`src/rtl/vga_px_fetch.sv`:
```
// Pixel-stream prefetcher: fetches the grayscale frame as 32-bit words into a
// small word FIFO and emits one byte per visible pixel tick toward the VGA stage.
module vga_px_fetch #(
    parameter int unsigned IMG_W       = 640,
    parameter int unsigned IMG_H       = 480,
    parameter logic [31:0] BASE_ADDR   = 32'h0000_0000,
    parameter int unsigned FIFO_DEPTH  = 16,
    parameter logic [7:0]  UNDERRUN_PX = 8'h00
) (
    input  logic        clk50MHz,
    input  logic        rst_n,
    input  logic        px_en,
    input  logic        frame_start,
    input  logic        px_active,
    output logic        mem_req,
    output logic [31:0] mem_addr,
    input  logic        mem_gnt,
    input  logic        mem_rvalid,
    input  logic [31:0] mem_rdata,
    output logic [7:0]  memPx,
    output logic        underrun
);

    localparam int unsigned NWORDS = IMG_W * IMG_H / 4;
    localparam int unsigned IDX_W  = (NWORDS > 1) ? $clog2(NWORDS) : 1;
    localparam int unsigned PTR_W  = $clog2(FIFO_DEPTH);
    localparam int unsigned CNT_W  = PTR_W + 1;

    localparam logic [IDX_W-1:0] LAST_IDX = IDX_W'(NWORDS - 1);
    localparam logic [IDX_W-1:0] IDX_ONE  = IDX_W'(1);
    localparam logic [PTR_W-1:0] PTR_ONE  = PTR_W'(1);
    localparam logic [CNT_W-1:0] CNT_ONE  = CNT_W'(1);
    localparam logic [CNT_W-1:0] DEPTH_C  = CNT_W'(FIFO_DEPTH);

    typedef enum logic [1:0] {
        IDLE  = 2'd0,
        FETCH = 2'd1,
        DONE  = 2'd2
    } state_t;

    state_t             state_q, state_d;
    logic [IDX_W-1:0]   word_idx;
    logic [CNT_W-1:0]   outstanding, discard_cnt;
    logic [CNT_W-1:0]   out_nxt, disc_nxt;
    logic [CNT_W-1:0]   fifo_count;
    logic [PTR_W-1:0]   wr_ptr, rd_ptr;
    logic [1:0]         byte_sel;
    logic [31:0]        fifo_mem [FIFO_DEPTH];
    logic [31:0]        fifo_head;
    logic [7:0]         head_byte;

    logic grant, push, pop, tick_vis, fifo_empty, credit_ok;

    // Words in the FIFO plus words in flight never exceed the FIFO depth,
    // so every return has a slot waiting for it.
    assign credit_ok  = ({1'b0, fifo_count} + {1'b0, outstanding}) < {1'b0, DEPTH_C};
    assign grant      = mem_req & mem_gnt;
    assign fifo_empty = (fifo_count == '0);
    assign mem_addr   = BASE_ADDR + (32'(word_idx) << 2);

    // Nothing streams before the first frame_start; frame_start overrides the tick.
    assign tick_vis = px_en & px_active & ~frame_start & (state_q != IDLE);
    assign push     = mem_rvalid & (discard_cnt == '0) & ~frame_start;
    assign pop      = tick_vis & ~fifo_empty & (byte_sel == 2'd3);

    assign fifo_head = fifo_mem[rd_ptr];
    assign head_byte = fifo_head[{byte_sel, 3'b000} +: 8];

    always_comb begin
        state_d = state_q;
        mem_req = 1'b0;
        if (state_q == FETCH) begin
            mem_req = credit_ok;
            if (credit_ok && mem_gnt && (word_idx == LAST_IDX))
                state_d = DONE;
        end else if (state_q != IDLE && state_q != DONE) begin
            state_d = IDLE;
        end
        if (frame_start) begin
            state_d = FETCH;
            mem_req = 1'b0;
        end
    end

    // Returns still in flight at frame_start belong to the old frame and are dropped.
    always_comb begin
        out_nxt  = outstanding;
        disc_nxt = discard_cnt;
        if (grant)
            out_nxt = out_nxt + CNT_ONE;
        if (mem_rvalid) begin
            if (discard_cnt == '0)
                out_nxt = out_nxt - CNT_ONE;
            else
                disc_nxt = disc_nxt - CNT_ONE;
        end
        if (frame_start) begin
            disc_nxt = disc_nxt + out_nxt;
            out_nxt  = '0;
        end
    end

    always_ff @(posedge clk50MHz or negedge rst_n) begin
        if (!rst_n) begin
            state_q     <= IDLE;
            word_idx    <= '0;
            outstanding <= '0;
            discard_cnt <= '0;
            fifo_count  <= '0;
            wr_ptr      <= '0;
            rd_ptr      <= '0;
            byte_sel    <= '0;
            memPx       <= 8'h00;
            underrun    <= 1'b0;
        end else begin
            state_q     <= state_d;
            outstanding <= out_nxt;
            discard_cnt <= disc_nxt;
            if (frame_start) begin
                word_idx   <= '0;
                wr_ptr     <= '0;
                rd_ptr     <= '0;
                fifo_count <= '0;
                byte_sel   <= '0;
                underrun   <= 1'b0;
            end else begin
                if (grant) word_idx <= word_idx + IDX_ONE;
                if (push)  wr_ptr   <= wr_ptr + PTR_ONE;
                if (pop)   rd_ptr   <= rd_ptr + PTR_ONE;
                if (push && !pop)
                    fifo_count <= fifo_count + CNT_ONE;
                else if (pop && !push)
                    fifo_count <= fifo_count - CNT_ONE;
                // An empty tick leaves byte_sel alone: the image stays shifted until the next frame.
                if (tick_vis) begin
                    if (fifo_empty)
                        underrun <= 1'b1;
                    else
                        byte_sel <= byte_sel + 2'd1;
                end
            end
            if (px_en) begin
                if (!tick_vis)
                    memPx <= 8'h00;
                else if (fifo_empty)
                    memPx <= UNDERRUN_PX;
                else
                    memPx <= head_byte;
            end
        end
    end

    always_ff @(posedge clk50MHz) begin
        if (push)
            fifo_mem[wr_ptr] <= mem_rdata;
    end

    always_ff @(posedge clk50MHz) begin
        if (rst_n && push && !pop)
            assert (fifo_count != DEPTH_C);
    end

endmodule

```
`config.mk`:
```
export PLATFORM = sky130hd
export DESIGN_NAME = vga_px_fetch
export DESIGN_NICKNAME = d
export VERILOG_FILES = /design/src/rtl/vga_px_fetch.sv
export SDC_FILE = /design/constraint.sdc
export NUM_CORES = 1
export LEC_CHECK = 0
export BUFFER_PORTS_ARGS = -buffer_cell sky130_fd_sc_hd__clkbuf_2
export CELL_PAD_IN_SITES_DETAIL_PLACEMENT = 0
export CELL_PAD_IN_SITES_GLOBAL_PLACEMENT = 1
export CORE_ASPECT_RATIO = 2
export CORE_UTILIZATION = 45
export CTS_CLUSTER_SIZE = 24
export DETAILED_ROUTE_END_ITERATION = 10
export GPL_ROUTABILITY_DRIVEN = 0
export PLACE_DENSITY_LB_ADDON = 0.1
export SYNTH_ARGS = -nofsm -noshare
export SYNTH_HDL_FRONTEND = slang
export SYNTH_SLANG_ARGS = --single-unit
```
`constraint.sdc`:
```
create_clock -name clk50MHz -period 3.4 [get_ports clk50MHz]
set_input_delay 0.34 -clock clk50MHz [delete_from_list [all_inputs] [get_ports clk50MHz]]
set_output_delay 0.34 -clock clk50MHz [all_outputs]
set_load 0.005 [all_outputs]
```
; Word level (Yosys, flattened, before mapping)
; Memories as Yosys holds them, arrays and structs flattened.
; Cells that the tools add are included.
[classes]
n_bitwise = 10
add_sub_neg = 11
eq_ne = 6
n_lt_le_gt_ge = 1
reduce_logical = 20
n_mux = 32
shift = 1
[ops]
columns = operator, n
row1 = $mux 5, 10
row2 = $mux 17, 2
row3 = $shiftx 32x6->8, 1
row4 = $add 17x1->17 const B, 1
row5 = $eq 17x17->1 const B, 1
row6 = $mux 4, 4
row7 = $mux 8, 2
row8 = $sub 5x1->5 const B, 3
row9 = $mux 2, 7
row10 = $reduce_bool 2->1, 6
row11 = $add 5x1->5 const B, 2
row12 = $logic_not 5->1, 2
row13 = $add 4x1->4 const B, 2
row14 = $and 1x1->1, 8
row15 = $mux 1, 7
row16 = $add 5x5->6, 1
row17 = $lt 6x5->1 const B, 1
row18 = $reduce_and 2->1, 3
row19 = $reduce_bool 3->1, 2
row20 = $add 5x5->5, 1
row21 = $logic_and 1x1->1, 5
row22 = $ne 2x2->1 const B, 2
row23 = $ne 3x2->1 const B, 1
row24 = $add 2x1->2 const B, 1
row25 = other kinds (4), 6
[word_totals]
memories = 1
mem_bits_rw = 512
reg_bits = 53
inputBits = 39
[mem_list]
columns = memory, depth, width, read_ports, rd_clocked_by_memory_dff, write_ports, line_no
row1 = fifo_mem, 16, 32, 1, 0, 1, 48  ; logic [31:0] fifo_mem [FIFO_DEPTH];

; Depth between registers and ports, before layout
[logic_depth]
word_depth = 11
depth_mapped = 16
depth_no_buf = 15

; Least setup slack after synthesis
; OpenSTA, ideal clock, no wires.
[synth_timing]
kind = register to register
startpoint = register outstanding[4]
endpoint = register discard_cnt[4]
slack_ns = -0.227
t_arrival_ns = 3.492
stages_incl_launch_ff = 15
setup_ns = 0.135
path_cell_list = dfrtp_1 ha_1 or3_1 nor3_1 buf_2 xnor2_1 xnor2_1 ha_1 fa_1 a21o_1 a21oi_1 xnor3_1 nor4_1 o21ai_1 xor2_1
[synth_between]
elab_chain_cells = 11
[synth_rtl]
columns = element, line_no
row1 = from (decl), 43  ; logic [CNT_W-1:0] outstanding, discard_cnt;
row2 = from (signal assigned), 117  ; outstanding <= out_nxt;
row3 = $add 5x5->6, 56  ; assign credit_ok = ({1'b0, fifo_count} + {1'b0, outstanding}) < {1'b0, DEPTH_C};
row4 = $lt 6x5->1, 56
row5 = $mux 1, 72  ; if (state_q == FETCH) begin
row6 = $mux 1, 79  ; if (frame_start) begin
row7 = $and 1x1->1, 57  ; assign grant = mem_req & mem_gnt;
row8 = $mux 5 *, 89  ; if (grant)
row9 = $sub 5x1->5, 93  ; out_nxt = out_nxt - CNT_ONE;
row10 = $mux 5, 92  ; if (discard_cnt == '0)
row11 = $mux 5 *, 91  ; if (mem_rvalid) begin
row12 = $add 5x5->5 *, 98  ; disc_nxt = disc_nxt + out_nxt;
row13 = $mux 5 *, 97  ; if (frame_start) begin
row14 = net disc_nxt[4], 44  ; logic [CNT_W-1:0] out_nxt, disc_nxt;
row15 = to (signal assigned), 118  ; discard_cnt <= disc_nxt;
row16 = to (decl), 43
; The timed path passes the listed nets; every way through them passes the cells marked *.
; A chain may end at the register's enable or synchronous reset.

; Final worst setup path
[layout_timing]
startpoint = register fifo_count[2]
endpoint = register discard_cnt[4]
[layout_between]
elab_chain_cells = 11
[layout_rtl]
columns = element, line_no
row1 = from (decl), 45  ; logic [CNT_W-1:0] fifo_count;
row2 = from (signal assigned), 131  ; fifo_count <= fifo_count + CNT_ONE;
row3 = from (signal assigned), 133  ; fifo_count <= fifo_count - CNT_ONE;
row4 = $add 5x5->6 *, 56
row5 = $lt 6x5->1 *, 56
row6 = $mux 1 *, 72
row7 = $mux 1 *, 79
row8 = $and 1x1->1 *, 57
row9 = $mux 5 *, 89
row10 = $sub 5x1->5, 93
row11 = $mux 5, 92
row12 = $mux 5 *, 91
row13 = $add 5x5->5 *, 98
row14 = $mux 5 *, 97
row15 = net disc_nxt[4], 44
; Marks and branches as above.

==> flow_metrics.env <==
export IMPL_outcome="finished with violations"
export IMPL_violations="negative setup slack"
export IMPL_slowest_stage="dfrtp_1"
export IMPL_intPower_uw=11100
export IMPL_cp_slowest_stage_delay_ns=0.39
export IMPL_final_hold_violation_count=0
export IMPL_route_met2_wl_um=28000
export IMPL_cp_arrival_ns=3.86
export IMPL_cts_tree="yes"
export IMPL_hp_class="input port to flip-flop"
export IMPL_drt_met1_wl_um=20600
export IMPL_hpwl_um=29100
export IMPL_layout_drive_gt1_share_pct=33.5
export IMPL_clk_pin_slew_ns=0.07
export IMPL_synth_cell_types=49
export IMPL_final_cell_count_no_fill=1903
export IMPL_stdcell_area_mm2=0.0261
export IMPL_fin_util_pct=52.9
export IMPL_critPathTopFamily="simple AND/OR/NAND/NOR gates"
export IMPL_p_leak_uw=0.00842
export IMPL_hold_end="memPx[5]"
export IMPL_initial_utilization_pct=45.8
export IMPL_top_layer="met4"
export IMPL_r2r_start="fifo_count[2]"
export IMPL_synth_top_area_cell="edfxtp_1"
export IMPL_grt_ovfl_total=0
export IMPL_path_class="flip-flop to flip-flop"
export IMPL_rows=115
export IMPL_fin_crit_sh_pct=100
export IMPL_grt_pass1_wl_um=77800
export IMPL_hold_path_depth=2
export IMPL_drtIter0Drc=804
export IMPL_vdd_drop_max_mv=0.393
export IMPL_power_frac_seq_pct=54.5
export IMPL_antenna_found_initial=1
export IMPL_powerDensity_mw_per_mm2=543
export IMPL_finalClockSkew_ns=0.0272
export IMPL_cts_max_path_buffers=3
export IMPL_worst_skew_pair_late_latency_ns=0.59
export IMPL_r2r_end="discard_cnt[4]"
export IMPL_synth_flop_cell="edfxtp_1"
export IMPL_critPathMaxFanout=3
export IMPL_die_area_mm2=0.0512
export IMPL_setup_ws_ns=-0.00315
export IMPL_postPlaceCellArea_mm2=0.0244
export IMPL_worstPathRequired_ns=3.86
export IMPL_chipHeight_um=319
export IMPL_cp_cell_sequence="ha_1 -> nand4_1 -> a21boi_4 -> nor3_4 -> buf_4 -> or3_1 -> a211oi_2 -> xor2_1 -> ha_1 -> a21oi_2 -> xnor3_1 -> nor4_2 -> o21ai_1 -> xor2_1"
export IMPL_syn_to_final_growth_pct=15.4
export IMPL_startpoint_type="flip-flop"
export IMPL_synth_top_area_share_pct=68.0
export IMPL_track_usage_pct=21.2
export IMPL_detail_route_antenna_nets=0
export IMPL_period_needed_ns=3.40
export IMPL_post_place_cells=1806
export IMPL_synth_seq_area_share_pct=73.9
export IMPL_fillers=3883
export IMPL_synthTopCellsByArea="edfxtp_1 68%, mux4_2 16%, dfrtp_1 5.9%"
export IMPL_fin_nets=1281
export IMPL_pwr_share_comb_pct=7.3
export IMPL_hp_start="px_en"
export IMPL_viasPerCell=5.69
export IMPL_pwr_share_clk_pct=38.2
export IMPL_synth_seq_cells=565
export IMPL_async_flop_share_pct=9.38
export IMPL_cts_made_buffers=49
export IMPL_maxSlewViolCount=0
export IMPL_synth_avg_cell_area_um2=20.9
export IMPL_fmax_mhz=294
export IMPL_route_detailed_drc=0
export IMPL_synth_cell_area_mm2=0.0226
export IMPL_power_switching_uw=3080
export IMPL_rsz0062_at_grt="true"
export IMPL_drt_pass1_iter_count=5
export IMPL_r2r_cells=14
export IMPL_critical_path_buf_inv_count=1
export IMPL_htreeDepth=2
export IMPL_die_x_um=161
export IMPL_syn_inst=1084
export IMPL_tightest_slew_ns=1.02
export IMPL_finalSetupViolCount=1
export IMPL_grt_pass1_vias=11504
export IMPL_cap_violations=0
export IMPL_core_area_mm2=0.0494
export IMPL_swShare_pct=21.7
export IMPL_end_kind="flip-flop"
export IMPL_rrSetupSlack_ns=-0.003
export IMPL_critical_path_depth=14
export IMPL_yosysWarnings=0
export IMPL_vias=10835
export IMPL_ios=81
export IMPL_cts_root_buf="clkbuf_16"
export IMPL_cts_sinks=565
export IMPL_slew_headroom_pct=31.7
export IMPL_grt_max_degree=53
export IMPL_dr_wl_met3_um=2150
export IMPL_portBuffers=65
export IMPL_wirelength_um=52100
export IMPL_synth_edff_count=512
export IMPL_wl_per_cell_um=27.4
per-layer routing:
metal | up-vias | track usage [%]
li1 | 4674 | -
met1 | 5834 | 26.7
met2 | 254 | 37.8
met3 | 73 | 2.71
met4 | 0 | 6.90
met5 | - | 0
how the worst max path moves through the flow:
stage                        start        endpoint  slack [ns]
CTS                 outstanding[4]  discard_cnt[4]       -0.16
floorplan           outstanding[4]  discard_cnt[4]       -0.11
global route        outstanding[2]  discard_cnt[4]       -0.22
global placement    outstanding[4]  discard_cnt[4]       -0.19
finish               fifo_count[2]  discard_cnt[4]      -0.003
detailed placement  outstanding[4]  discard_cnt[4]       -0.21
layout by cell type, fill, tap and decap left out, types with 6 or more instances in the layout:
| master | synthesis | layout |
|---|---|---|
| clkbuf_1 | 28 | 14 |
| buf_4 | 21 | 41 |
| inv_1 | 17 | 17 |
| xnor2_1 | 11 | 9 |
| nor2_1 | 49 | 33 |
| edfxtp_1 | 512 | 512 |
| ha_1 | 21 | 18 |
| dfrtp_1 | 53 | 49 |
| a22oi_1 | 8 | 8 |
| a21oi_1 | 12 | 10 |
| nand3_1 | 7 | 7 |
| buf_12 | 0 | 26 |
| o21ai_1 | 19 | 19 |
| nand2_1 | 31 | 30 |
| conb_1 | 1 | 15 |
| or3_1 | 7 | 6 |
| clkinv_1 | 0 | 6 |
| nor2_4 | 0 | 16 |
| a21o_1 | 6 | 6 |
| clkbuf_2 | 0 | 65 |
| nor3_1 | 9 | 8 |
| xor2_1 | 23 | 22 |
| mux4_2 | 160 | 160 |
| nor2b_1 | 6 | 6 |
| mux2_2 | 20 | 20 |
| nand4_1 | 11 | 11 |
| clkinv_2 | 0 | 12 |
| clkbuf_16 | 0 | 51 |
stage by stage:
stage	hold WS (ns)	power [uW]	worst slack, ns	TNS, ns
6_report	0.139	14200	-0.00315	-0.00315
5_1_grt	0.118	14700	-0.220	-0.220
4_1_cts	0.0876	14300	-0.159	-0.159
3_5_place_dp	0.499	8840	-0.206	-0.206
3_3_place_gp	0.492	8820	-0.187	-0.187
2_1_floorplan	0.0444	8410	-0.108	-0.108
Yosys cell counts (2+ instances only):
cell type,instances
nand2b_1,2
mux2i_1,4
a22oi_1,8
mux4_2,160
clkbuf_1,28
buf_1,6
nand4_1,11
and4_1,2
edfxtp_1,512
buf_4,21
nor2b_1,6
nor3b_1,2
xor2_1,23
mux2_2,20
dfrtp_1,53
nor2_1,49
inv_1,17
nand3_1,7
o21ai_1,19
ha_1,21
a21oi_1,12
o31a_1,2
fa_1,2
buf_2,8
nor4b_1,3
a21o_1,6
nor4_1,3
or3_1,7
xnor2_1,11
nand3b_1,2
nand2_1,31
nor3_1,9
power by group through the flow:
stage | sequential, uW | combinational (uW) | clock (uW)
final | 7730 | 1030 | 5410
after global placement | 7870 | 952 | 0
after CTS | 7730 | 986 | 5540
after detailed placement | 7870 | 962 | 0
after global routing | 7730 | 1150 | 5790
after floorplan | 7870 | 543 | 0
registers in the layout (all words and copies together) (netlist names), 4 cells and up:
register / cells
discard_cnt: 5
outstanding: 5
wr_ptr: 4
word_idx: 17
rd_ptr: 4
memPx: 8
fifo_count: 5
fifo_mem: 512
cell families (layout without fill, tap and decap cells):
kind of cell    count (synthesis)  after routing  share of synthesized area, %
other cells                     1             16                        0.0166
simple gates                  141            141                          3.07
fa+ha+maj                      23             23                          1.34
flops                         565            565                          73.9
compound gates                 54             54                          1.46
buf+inv                        81            242                          1.74
mux                           184            184                          17.1
xor+xnor                       35             35                          1.42
what timing repair did:
item,4_1_cts,5_1_grt
setup endpoints to repair,1,2
buffers inserted,0,4
hold buffers,1,0
resized for setup,8,13
pin swaps,10,9
hold endpoints to repair,36,0
final cells by class:
class                   instances  area (um2)  share of cell area [%]
diodes                          1        2.50                 0.00959
clock buffers                  67        1360                    5.20
clock inverters                24         173                   0.662
inverters                      18        67.6                   0.259
multi-input cells             452        5820                    22.3
flip-flops and latches        565       16700                    64.0
well taps                     643         805                    3.08
repair buffers                133        1160                    4.46
(Power assumes the default switching activity.)
